===== config.mk =====
export PLATFORM = sky130hd
export DESIGN_NAME = cr_rbus_ring_master
export DESIGN_NICKNAME = d
export VERILOG_FILES = /design/src/rtl/cr_rbus_ring_master_pkg.sv /design/src/rtl/cr_rbus_mstr_timeout.sv /design/src/rtl/cr_rbus_ring_master.sv
export SDC_FILE = /design/constraint.sdc
export NUM_CORES = 1
export LEC_CHECK = 0
export ABC_AREA = 1
export BUFFER_PORTS_ARGS = -buffer_cell sky130_fd_sc_hd__buf_2
export CAP_MARGIN = 40
export CORE_MARGIN = 1
export CORE_UTILIZATION = 50
export CTS_BUF_LIST = sky130_fd_sc_hd__clkbuf_16
export DETAILED_ROUTE_END_ITERATION = 10
export PLACE_DENSITY = 0.84
export SLEW_MARGIN = 20
export SYNTH_ARGS = -nofsm -noshare
export SYNTH_HDL_FRONTEND = slang
export SYNTH_HIERARCHICAL = 1
export SYNTH_SLANG_ARGS = --single-unit
export TNS_END_PERCENT = 10

===== constraint.sdc =====
create_clock -name clk -period 5.05 [get_ports clk]
set_input_delay 0.505 -clock clk [delete_from_list [all_inputs] [get_ports clk]]
set_output_delay 0.505 -clock clk [all_outputs]
set_load 0.02 [all_outputs]

===== src/rtl/cr_rbus_ring_master_pkg.sv =====
// Shared types for the rbus ring master: FSM states, completion status codes
// and the ring payload structure.
package cr_rbus_ring_master_pkg;

  localparam int unsigned N_RBUS_ADDR_BITS    = 16;
  localparam int unsigned N_RBUS_DATA_BITS    = 32;
  localparam int unsigned TIMEOUT_CYCLES_DFLT = 1024;

  typedef enum logic [1:0] {
    IDLE  = 2'd0,
    ISSUE = 2'd1,
    WAIT  = 2'd2,
    RESP  = 2'd3
  } rbus_mstr_state_e;

  typedef enum logic [1:0] {
    RSP_OK      = 2'd0,
    RSP_ERR     = 2'd1,
    RSP_TIMEOUT = 2'd2
  } rbus_rsp_status_e;

  // One ring hop: command fields travel forward, ack/err_ack/rd_data come back.
  typedef struct packed {
    logic [N_RBUS_ADDR_BITS-1:0] addr;
    logic [N_RBUS_DATA_BITS-1:0] wr_data;
    logic [N_RBUS_DATA_BITS-1:0] rd_data;
    logic                        wr_strb;
    logic                        rd_strb;
    logic                        ack;
    logic                        err_ack;
  } rbus_ring_t;

endpackage : cr_rbus_ring_master_pkg


===== src/rtl/cr_rbus_mstr_timeout.sv =====
// Clear/enable cycle counter with a registered terminal-count flag that is high
// while the count sits at TIMEOUT_CYCLES-1; the count holds there instead of wrapping.
module cr_rbus_mstr_timeout #(
  parameter int unsigned TIMEOUT_CYCLES = 1024
) (
  input  logic clk,
  input  logic rst,
  input  logic clr_i,
  input  logic en_i,
  output logic tc_o
);

  localparam int unsigned CNT_W = (TIMEOUT_CYCLES > 2) ? $clog2(TIMEOUT_CYCLES) : 1;

  logic [CNT_W-1:0] cnt_q, cnt_d;
  logic             tc_q, tc_d;

  always_comb begin
    cnt_d = cnt_q;
    if (clr_i) begin
      cnt_d = '0;
    end else if (en_i && !tc_q) begin
      cnt_d = cnt_q + CNT_W'(1);
    end
    tc_d = (cnt_d == CNT_W'(TIMEOUT_CYCLES - 1));
  end

  always_ff @(posedge clk or posedge rst) begin
    if (rst) begin
      cnt_q <= '0;
      tc_q  <= 1'b0;
    end else begin
      cnt_q <= cnt_d;
      tc_q  <= tc_d;
    end
  end

  assign tc_o = tc_q;

endmodule : cr_rbus_mstr_timeout


===== src/rtl/cr_rbus_ring_master.sv =====
// Head-of-ring initiator: issues one register command onto the rbus ring, terminates
// the returning ack/err_ack/rd_data and hands back a completion with status.
module cr_rbus_ring_master
  import cr_rbus_ring_master_pkg::*;
#(
  parameter int unsigned TIMEOUT_CYCLES = TIMEOUT_CYCLES_DFLT,
  parameter int unsigned STRAY_CNT_BITS = 8
) (
  input  logic                        clk,
  input  logic                        rst,
  input  logic                        req_valid,
  output logic                        req_ready,
  input  logic                        req_wr,
  input  logic [N_RBUS_ADDR_BITS-1:0] req_addr,
  input  logic [N_RBUS_DATA_BITS-1:0] req_wdata,
  output logic                        rsp_valid,
  input  logic                        rsp_ready,
  output logic [1:0]                  rsp_status,
  output logic [N_RBUS_DATA_BITS-1:0] rsp_rdata,
  output rbus_ring_t                  rbus_ring_o,
  input  rbus_ring_t                  rbus_ring_i,
  output logic                        busy,
  output logic [STRAY_CNT_BITS-1:0]   stray_ack_cnt
);

  rbus_mstr_state_e            state_q, state_d;
  rbus_rsp_status_e            status_q, status_d;
  logic                        wr_q, wr_d;
  logic [N_RBUS_DATA_BITS-1:0] rdata_q, rdata_d;
  rbus_ring_t                  ring_q, ring_d;
  logic [STRAY_CNT_BITS-1:0]   stray_q, stray_d;
  logic                        tmr_tc;
  logic                        ring_i_unused;

  // Forward-travelling fields on the return path are not used by the head.
  assign ring_i_unused = ^{rbus_ring_i.addr, rbus_ring_i.wr_data,
                           rbus_ring_i.wr_strb, rbus_ring_i.rd_strb};

  cr_rbus_mstr_timeout #(
    .TIMEOUT_CYCLES (TIMEOUT_CYCLES)
  ) u_timeout (
    .clk   (clk),
    .rst   (rst),
    .clr_i (state_q == ISSUE),
    .en_i  (state_q == WAIT),
    .tc_o  (tmr_tc)
  );

  // Next-state logic; ring_o is loaded on transitions so it is valid in the target state.
  always_comb begin
    state_d        = state_q;
    status_d       = status_q;
    wr_d           = wr_q;
    rdata_d        = rdata_q;
    ring_d         = ring_q;
    ring_d.wr_strb = 1'b0;
    ring_d.rd_strb = 1'b0;
    ring_d.rd_data = '0;
    ring_d.ack     = 1'b0;
    ring_d.err_ack = 1'b0;

    unique case (state_q)
      IDLE: begin
        if (req_valid) begin
          wr_d           = req_wr;
          ring_d.addr    = req_addr;
          ring_d.wr_data = req_wr ? req_wdata : '0;
          ring_d.wr_strb = req_wr;
          ring_d.rd_strb = !req_wr;
          state_d        = ISSUE;
        end
      end
      ISSUE: begin
        state_d = WAIT;
      end
      WAIT: begin
        // err_ack beats ack, and any ack beats the timeout in the same cycle.
        if (rbus_ring_i.err_ack) begin
          status_d = RSP_ERR;
          rdata_d  = '0;
          state_d  = RESP;
        end else if (rbus_ring_i.ack) begin
          status_d = RSP_OK;
          rdata_d  = wr_q ? '0 : rbus_ring_i.rd_data;
          state_d  = RESP;
        end else if (tmr_tc) begin
          status_d = RSP_TIMEOUT;
          rdata_d  = '0;
          state_d  = RESP;
        end
        if (state_d == RESP) begin
          ring_d.addr    = '0;
          ring_d.wr_data = '0;
        end
      end
      RESP: begin
        if (rsp_ready) begin
          state_d = IDLE;
        end
      end
      default: begin
        state_d = IDLE;
      end
    endcase
  end

  always_comb begin
    stray_d = stray_q;
    if ((rbus_ring_i.ack || rbus_ring_i.err_ack) && (state_q != WAIT) && (stray_q != '1)) begin
      stray_d = stray_q + STRAY_CNT_BITS'(1);
    end
  end

  always_ff @(posedge clk or posedge rst) begin
    if (rst) begin
      state_q  <= IDLE;
      status_q <= RSP_OK;
      wr_q     <= 1'b0;
      rdata_q  <= '0;
      ring_q   <= '0;
      stray_q  <= '0;
    end else begin
      state_q  <= state_d;
      status_q <= status_d;
      wr_q     <= wr_d;
      rdata_q  <= rdata_d;
      ring_q   <= ring_d;
      stray_q  <= stray_d;
    end
  end

  assign req_ready     = (state_q == IDLE);
  assign busy          = (state_q != IDLE);
  assign rsp_valid     = (state_q == RESP);
  assign rsp_status    = 2'(status_q);
  assign rsp_rdata     = rdata_q;
  assign rbus_ring_o   = ring_q;
  assign stray_ack_cnt = stray_q;

endmodule : cr_rbus_ring_master

# Yosys cells after proc, flatten, opt, wreduce, memory -nomap -nowiden
# Cells that the tools add are included.
# op_classes
n_addsub,2
multipliers,0
n_div,0
magnitude_cmp,0
eq_ne,10
n_shift,0
n_mux,22
bitwise_logic,0
reduce_logical,14
# ops
op,n
$mux W32,5
$mux W48,2
$pmux W48 S2,1
$mux W2,11
$mux W10,2
$add A10 B1 Y10 const B,1
$eq A10 B10 Y1 const B,1
$add A8 B1 Y8 const B,1
$ne A8 B8 Y1 const B,1
$pmux W2 S4,1
$eq A2 B2 Y1 const B,3
$ne A2 B2 Y1 const B,3
$reduce_and A2 Y1,3
$reduce_bool A2 Y1,2
$logic_and A1 B1 Y1,3
$reduce_and A3 Y1,1
$reduce_bool A3 Y1,1
$eq A2 B1 Y1 const B,1
$logic_not A1 Y1,2
$logic_not A2 Y1,1
$ne A2 B1 Y1 const B,1
$logic_or A1 B1 Y1,1
# word_totals
reg_bits,106
latch_bits,0
ram_bits,0
mem_bits_ro,0
input_bits,137
output_inout_bits,129
elab_cells,59
memories,0

# Depth between registers and ports, before layout
# Gate-level depths: netlist of run 1.
# depth
depth_word,7
ltp_mapped,12
ltp_nobuf,12

# Hierarchy
# Netlist of run 1, hierarchy kept.
# by_module_without_submodules
mod,instances,cells_per_inst,area_per_inst_um2,seq_area_each_um2
cr_rbus_ring_master,1,569,4564.4,2377.3
cr_rbus_mstr_timeout,1,92,737.0,275.3

# Least setup slack after synthesis of run 1
# Ideal clock, no wire load.
# synth_timing
path_kind,flip-flop to flip-flop
startpoint,reg state_q[0]
endpoint,"reg ring_q, in the netlist rbus_ring_o[36]"
setup_ns,0.117
arrival_time_ns,1.677
t_required_ns,4.933
slack_ns,3.256
path_stages_with_launch,13
n_path_buf,3
period_less_slack_ns,1.794
cell_sequence,dfrtp_1 -> inv_1 -> ha_1 -> buf_4 -> nand3_1 -> nand2_1 -> inv_1 -> nand2_2 -> nand2_4 -> buf_6 -> buf_6 -> nand2_1 -> nand2_1
# synth_via
elab_chain_cells,7
word_cells_on_any_way,12
classes_between,eq/ne: 4; mux: 5; reduce/logical: 3
# synth_lines
item,line_no,text
"start, declared",cr_rbus_ring_master.sv:26,"rbus_mstr_state_e state_q, state_d;"
"start signal, assigned",cr_rbus_ring_master.sv:123,state_q <= state_d;
$mux W2,cr_rbus_ring_master.sv:86,end else if (tmr_tc) begin
$mux W2,cr_rbus_ring_master.sv:82,end else if (rbus_ring_i.ack) begin
$mux W2,cr_rbus_ring_master.sv:78,if (rbus_ring_i.err_ack) begin
$mux W2,cr_rbus_ring_master.sv:62,unique case (state_q)
$eq A2 B2 Y1,cr_rbus_ring_master.sv:91,if (state_d == RESP) begin
$ne A2 B2 Y1 (no line),n/a,
$reduce_and A3 Y1 (no line),n/a,
"end signal, assigned",cr_rbus_ring_master.sv:127,ring_q <= ring_d;
"end, declared",cr_rbus_ring_master.sv:30,"rbus_ring_t ring_q, ring_d;"
# Several ways; a longest one is shown, not always the timed one. The select of a mux whose other input is x is not followed.
# A chain may end at the register's enable or synchronous reset.

# Final worst setup path of run 1
# layout_timing
startpoint,reg state_q[0]
endpoint,"reg ring_q, in the netlist rbus_ring_o[40]"
# The elaborated chain is that of the path after synthesis.

==> results of run 1 <==
cell type report:
| type | count | area, sq um | area share [%] |
|---|---|---|---|
| clock buffers | 9 | 225 | 3.52 |
| clock inverters | 7 | 52.6 | 0.822 |
| inverters | 33 | 140 | 2.19 |
| multi-input cells | 486 | 2200 | 34.4 |
| flip-flops and latches | 106 | 2650 | 41.5 |
| well taps | 136 | 170 | 2.66 |
| repair buffers | 187 | 955 | 14.9 |
placed cells by master (no fill, tap or decap), types with 4 or more instances in the layout:
cell,n
buf_2,181
buf_4,5
clkbuf_16,9
conb_1,34
dfrtp_1,106
ha_1,5
inv_1,28
inv_2,4
nand2_1,259
nand2_2,6
nand3_1,48
nand4_1,20
nor2_1,47
nor2_2,9
nor2_4,6
o21ai_0,29
o21ai_1,5
final timing paths:
| kind | from | to | cells past startpoint |
|---|---|---|---|
| min | rst | u_timeout/cnt_q[4] | 2 |
| max | state_q[0] | rbus_ring_o[40] | 11 |
| max in group asynchronous | rst | stray_ack_cnt[6] | 3 |
| min reg2reg | rbus_ring_o[38] | rbus_ring_o[38] | 2 |
| min in group clk | rbus_ring_i[7] | rsp_rdata[3] | 3 |
| max reg2reg | state_q[0] | rbus_ring_o[40] | 11 |
through the flow:
| step | hold slack (ns) | util, % |
|---|---|---|
| 2_1_floorplan | 0.357 | - |
| 3_3_place_gp | 0.448 | 59.2 |
| 3_5_place_dp | 0.453 | 59.3 |
| 4_1_cts | 0.194 | 62.0 |
| 5_1_grt | 0.211 | 62.0 |
| 6_report | 0.188 | 62.0 |
synthesized netlist by cell type:
| cell | number | area, sq um |
|---|---|---|
| buf_6 | 5 | 56.3 |
| nor2_1 | 47 | 176 |
| nor2_2 | 9 | 56.3 |
| nand3_4 | 1 | 17.5 |
| nand2_4 | 1 | 11.3 |
| or2_1 | 1 | 6.26 |
| nand3_1 | 48 | 240 |
| buf_2 | 12 | 60.1 |
| nor2_4 | 6 | 67.6 |
| nand2_1 | 259 | 972 |
| inv_1 | 28 | 105 |
| inv_2 | 4 | 15.0 |
| o21ai_1 | 5 | 25.0 |
| a21oi_2 | 2 | 17.5 |
| a21oi_1 | 3 | 15.0 |
| o21ai_0 | 29 | 145 |
| nand2_2 | 6 | 37.5 |
| nand4_1 | 20 | 125 |
| xnor2_1 | 2 | 17.5 |
| nor3b_2 | 1 | 12.5 |
| ha_1 | 6 | 75.1 |
| nor3_1 | 2 | 10.0 |
| bufinv_8 | 1 | 17.5 |
| clkbuf_1 | 16 | 60.1 |
| xor2_1 | 1 | 8.76 |
| buf_4 | 35 | 263 |
| buf_1 | 1 | 3.75 |
| dfrtp_1 | 106 | 2650 |
| conb_1 | 1 | 3.75 |
| nand3_2 | 2 | 20.0 |
| a21o_1 | 1 | 7.51 |
power by group:
group / switching [mW] / total, mW / leakage [nW] / internal, mW
clock: 0.310 / 0.649 / 0.142 / 0.339
sequential: 0.195 / 1.38 / 1.42 / 1.19
combinational: 1.31 / 1.86 / 2.11 / 0.544
layer usage:
layer	vias to the layer above	part of all wire, %	GRT usage [%]
li1	2339	-	-
met1	2106	45	27.6
met2	152	49	37.3
met3	10	4.7	3.06
met4	0	1.3	7.14
met5	-	0	0
state kept, by name, summed over array words and instances (netlist names):
register / cells
rbus_ring_o: 50
u_timeout/cnt_q: 10
state_q: 2
wr_q: 1
rsp_status: 2
rsp_rdata: 32
stray_ack_cnt: 8
u_timeout/tc_o: 1
kinds of logic after synthesis:
group                      share of synthesized area, %
buffers and inverters                              11.0
adders and majority gates                          1.42
other                                            0.0707
and+or+nand+nor                                    33.1
DFF                                                50.0
xor gates and xnor gates                          0.496
AOI/OAI and AO/OA                                  3.97
worst register-to-register path: stages (launching register included):
cell and delay (ns):
dfrtp_1 0.43, inv_1 0.13, ha_2 0.17, buf_4 0.42, inv_2 0.26, nand2_1 0.11, nand2_1 0.05, inv_1 0.06
nand2_2 0.36, nand2_4 0.60, nand2_1 0.14, nand2_1 0.08
==> results.txt, run 1 <==
status: finished clean
Buf+Inv Stages, Crit Path: 4
CORE AREA: 10300 sq um
Hold Vio Cnt, Final: 0
syn avg cell area: 8.02 sq um
FMAX: 350 MHz
Power, Total: 3.89 mW
initial antenna violation count: 0
Post-Synthesis Cells: 661
initial core utilization: 51.4%
WP data arrival: 3.14 ns
Skew-Pair Late Insertion Delay: 0.34 ns
final RePlAce weighted congestion: 0.826
# diodes: 0
Die Span Y: 105 um
Pwr Density: 608 nW/um^2
DR iter-0 viols: 255
most frequent CP cell: nand2_1
Post-DRT Antenna Nets: 0
Worst setup SP type: flop
min setup slack post-route: 2.19 ns
Layout Nets: 966
Final Cell Area: 6400 sq um
Seq cells post-synth: 106
die area: 11000 sq um
CTS H-tree lvls: 3
Filler cells: 944
crit path max-delay cell type: nand2_4
placed insts: 948
Worst Tran Pin Value: 0.694 ns
final WL: 11.5 mm
CTS root buf: clkbuf_16
synthesis-to-layout area growth: 20.7%
row count: 37
setup bufs post-CTS: 0
yosys warns: 6
CP Class: flop to flop
Worst slew margin: 53.7%
Final Cycle Share: 56.6%
GRT Total Usage: 21.5%
gr ovfl total: 0
clock-pin slew on the worst setup and hold paths: 0.07 ns
Worst Hold Class: input port to asynchronous set/reset pin
Max clock buf depth: 2
input/output buffers: 181
hpwl dp: 8.20 mm
largest net degree at the start of global routing: 69
pre-CTS WS: 2.17 ns
unrepaired setup endpoints after global routing: no
r2r setup slk: 2.19 ns
critical path required time: 5.33 ns
sequential element share of the synthesized area: 50.0%
post-CTS sizing: 0
Clock Sinks: 106
critical path capture point type: flop
cts bufs inserted: 9
setup_tns: 0 ns
Mapped Area: 5300 sq um
DR pass1 iterations: 4
routed vias: 4607
share of cells above drive strength 1: 28.6%
vias per inst: 4.78
first-pass GRT wire length: 19.2 mm
vias in the first global route: 4180
CTS tree: built
# IOs: 266
Final Max Tran Viols: 0
average routed wire per standard cell: 12.0 um
VDD IR max: 0.385 mV
Clock Skews: 0.00877 ns
critical path's top delay family: simple AND/OR/NAND/NOR gates
DRC viols: 0
Tmin final: 2.86 ns
Static Leak: 3.67 nW
Netlist cell types: 31
CP peak stage delay: 0.59 ns
die width: 105 um
Max FO, Critical Path: 48
Hold-fix buffers, CTS: 0
crit-path cells: inv_1 > ha_2 > buf_4 > inv_2 > nand2_1 > nand2_1 > inv_1 > nand2_2 > nand2_4 > nand2_1 > nand2_1
Placed Area: 6120 sq um
Final setup viols: 0
Cell Count, Final, Fillers Out: 964
MaxCap Viol Count: 0
No activity file was read; power rests on OpenSTA's default activity.
==> inputs of run 2 (changes only) <==
ABC_AREA = 0   (was 1)
CORE_UTILIZATION = 44   (was 50)
PLACE_DENSITY = 0.78   (was 0.84)
clock period = 2.67 ns   (was 5.05 ns; I/O delays follow)
==> results.txt, run 2 <==
min setup slack post-route: 0.298 ns
pre-CTS WS: 0.341 ns
yosys warns: 6
Post-synth top cells: 106 x dfrtp_1, 76 x nand2_1, 49 x a22o_1, 36 x nand3_1, 35 x buf_4
die width: 105 um
Die Span Y: 105 um
row count: 37
Static Leak: 3.34 nW
max reg flops: 50
GRT Total Usage: 19.8%
Max clock buf depth: 2
routed vias: 3731
commonest non-fill, non-tap cell in the layout: buf_2
Seq cells post-synth: 106
status: finished clean
Post-Synthesis Cells: 426
vias per inst: 4.99
Hold-fix buffers, CTS: 1
Pwr Density: 1100 nW/um^2
critical path capture point type: flop
Hold Vio Cnt, Final: 0
setup bufs post-CTS: 0
vias in the first global route: 3653
final RePlAce weighted congestion: 0.765
Layout Nets: 749
Worst setup SP type: flop
Most used DFF post-synth: dfrtp_1
# IOs: 266
fraction of registers with async set/reset: 100%
Tmin final: 2.37 ns
Mapped Area: 4680 sq um
most frequent cell after synthesis: dfrtp_1
VDD IR max: 0.486 mV
DR iter-0 viols: 212
gr ovfl total: 0
Final Cell Area: 5940 sq um
synthesis-to-layout area growth: 26.9%
number of enable flip-flop cells after synthesis: 0
Netlist cell types: 47
cts bufs inserted: 9
critical path required time: 2.89 ns
die area: 11100 sq um
DR pass1 iterations: 4
initial core utilization: 45.4%
Worst Hold Class: input port to flop
DRC viols: 0
Post-DRT Antenna Nets: 0
hpwl dp: 7.68 mm
Clock Sinks: 106
Synth area leaders: dfrtp_1 57%, a22o_1 9.2%, nand2_1 6.1%
Post-Route Utilization: 57.5%
sequential element share of the synthesized area: 56.7%
unrepaired setup endpoints after global routing: no
FMAX: 422 MHz
Final Cycle Share: 88.8%
average routed wire per standard cell: 14.2 um
post-CTS sizing: 0
MaxCap Viol Count: 0
most frequent cells in the layout: 181 x buf_2, 106 x dfrtp_1, 76 x nand2_1, 49 x a22o_1, 36 x nand3_1
first-pass GRT wire length: 17.3 mm
Worst Tran Pin Value: 0.660 ns
Skew-Pair Late Insertion Delay: 0.34 ns
CTS tree: built
Final setup viols: 0
initial antenna violation count: 0
clock-pin slew on the worst setup and hold paths: 0.07 ns
CTS H-tree lvls: 3
input/output buffers: 181
Clock Skews: 0.00823 ns
Power, Total: 6.53 mW
setup_tns: 0 ns
Worst slew margin: 55.9%
CP Class: flop to flop
syn avg cell area: 11.0 sq um
share of cells above drive strength 1: 35.7%
WP data arrival: 2.59 ns
largest net degree at the start of global routing: 38
Final Max Tran Viols: 0
post-synth top area share: 56.7%
Max FO, Critical Path: 8
CORE AREA: 10300 sq um
Yosys top cell by area: dfrtp_1
final WL: 10.6 mm
CTS root buf: clkbuf_16
Placed Area: 5630 sq um
-- run 2: layout make-up --
type | count | area (sq um)
diodes | 1 | 2.50
multi-input cells | 289 | 1760
clock buffers | 9 | 225
well taps | 136 | 170
fillers | 927 | 4380
repair buffers | 192 | 1020
flip-flops and latches | 106 | 2650
clock inverters | 6 | 75.1
inverters | 8 | 33.8
-- run 2: worst paths after layout --
check | start | end | slack (ns) | cells after the start
setup / recovery | state_q[0] | u_timeout/tc_o | 0.30 | 9
hold / removal | req_wr | rbus_ring_o[2] | 0.1 | 2
setup reg to reg | state_q[0] | u_timeout/tc_o | 0.30 | 9
hold reg to reg | rsp_rdata[19] | rsp_rdata[19] | 0.46 | 2
max in group asynchronous | rst | rbus_ring_o[53] | 1.29 | 4
min in group asynchronous | rst | u_timeout/cnt_q[9] | 0.49 | 3
-- run 2: where the power goes --
group          internal, mW  total, mW  switching (mW)
clock                 0.737       1.33           0.591
combinational         0.996       2.73            1.73
sequential             2.11       2.48           0.361
total                  3.85       6.53            2.68
-- run 2: metrics by stage --
step,cells,hold WS (ns)
after floorplan,459,0.119
after global placement,728,0.310
after detailed placement,730,0.323
after CTS,746,0.0855
after global routing,746,0.0859
final,747,0.0963
-- run 2: logic make-up (layout without fill, tap and decap cells) --
group	count (synthesis)	in the layout	synth area share, %
flip-flops	106	106	56.7
multiplexers	7	7	1.66
AND/OR/NAND/NOR	157	157	15.8
buffers and inverters	64	215	8.63
XOR/XNOR	10	10	1.87
other	1	35	0.0801
adder cells (fa/ha/maj)	6	6	1.60
AO/OA/AOI/OAI	75	75	13.7
-- run 2: metal layers --
| layer | part of all wire, % | GRT usage (%) | wire, um | up-vias |
|---|---|---|---|---|
| li1 | - | - | - | 1784 |
| met1 | 41 | 24.1 | 4360 | 1793 |
| met2 | 51 | 33.9 | 5430 | 134 |
| met3 | 5.5 | 4.24 | 580 | 20 |
| met4 | 2.4 | 8.85 | 255 | 0 |
| met5 | 0 | 0 | 0 | - |
-- run 2: worst max-delay path, stage by stage, from the launching register on --
cell and delay, ns:
dfrtp_1 0.44, inv_1 0.10, ha_1 0.40, buf_4 0.24, nor2b_1 0.26, buf_4 0.19
nand3b_1 0.07, o21ai_0 0.09, nand4b_1 0.15, a2111oi_2 0.32
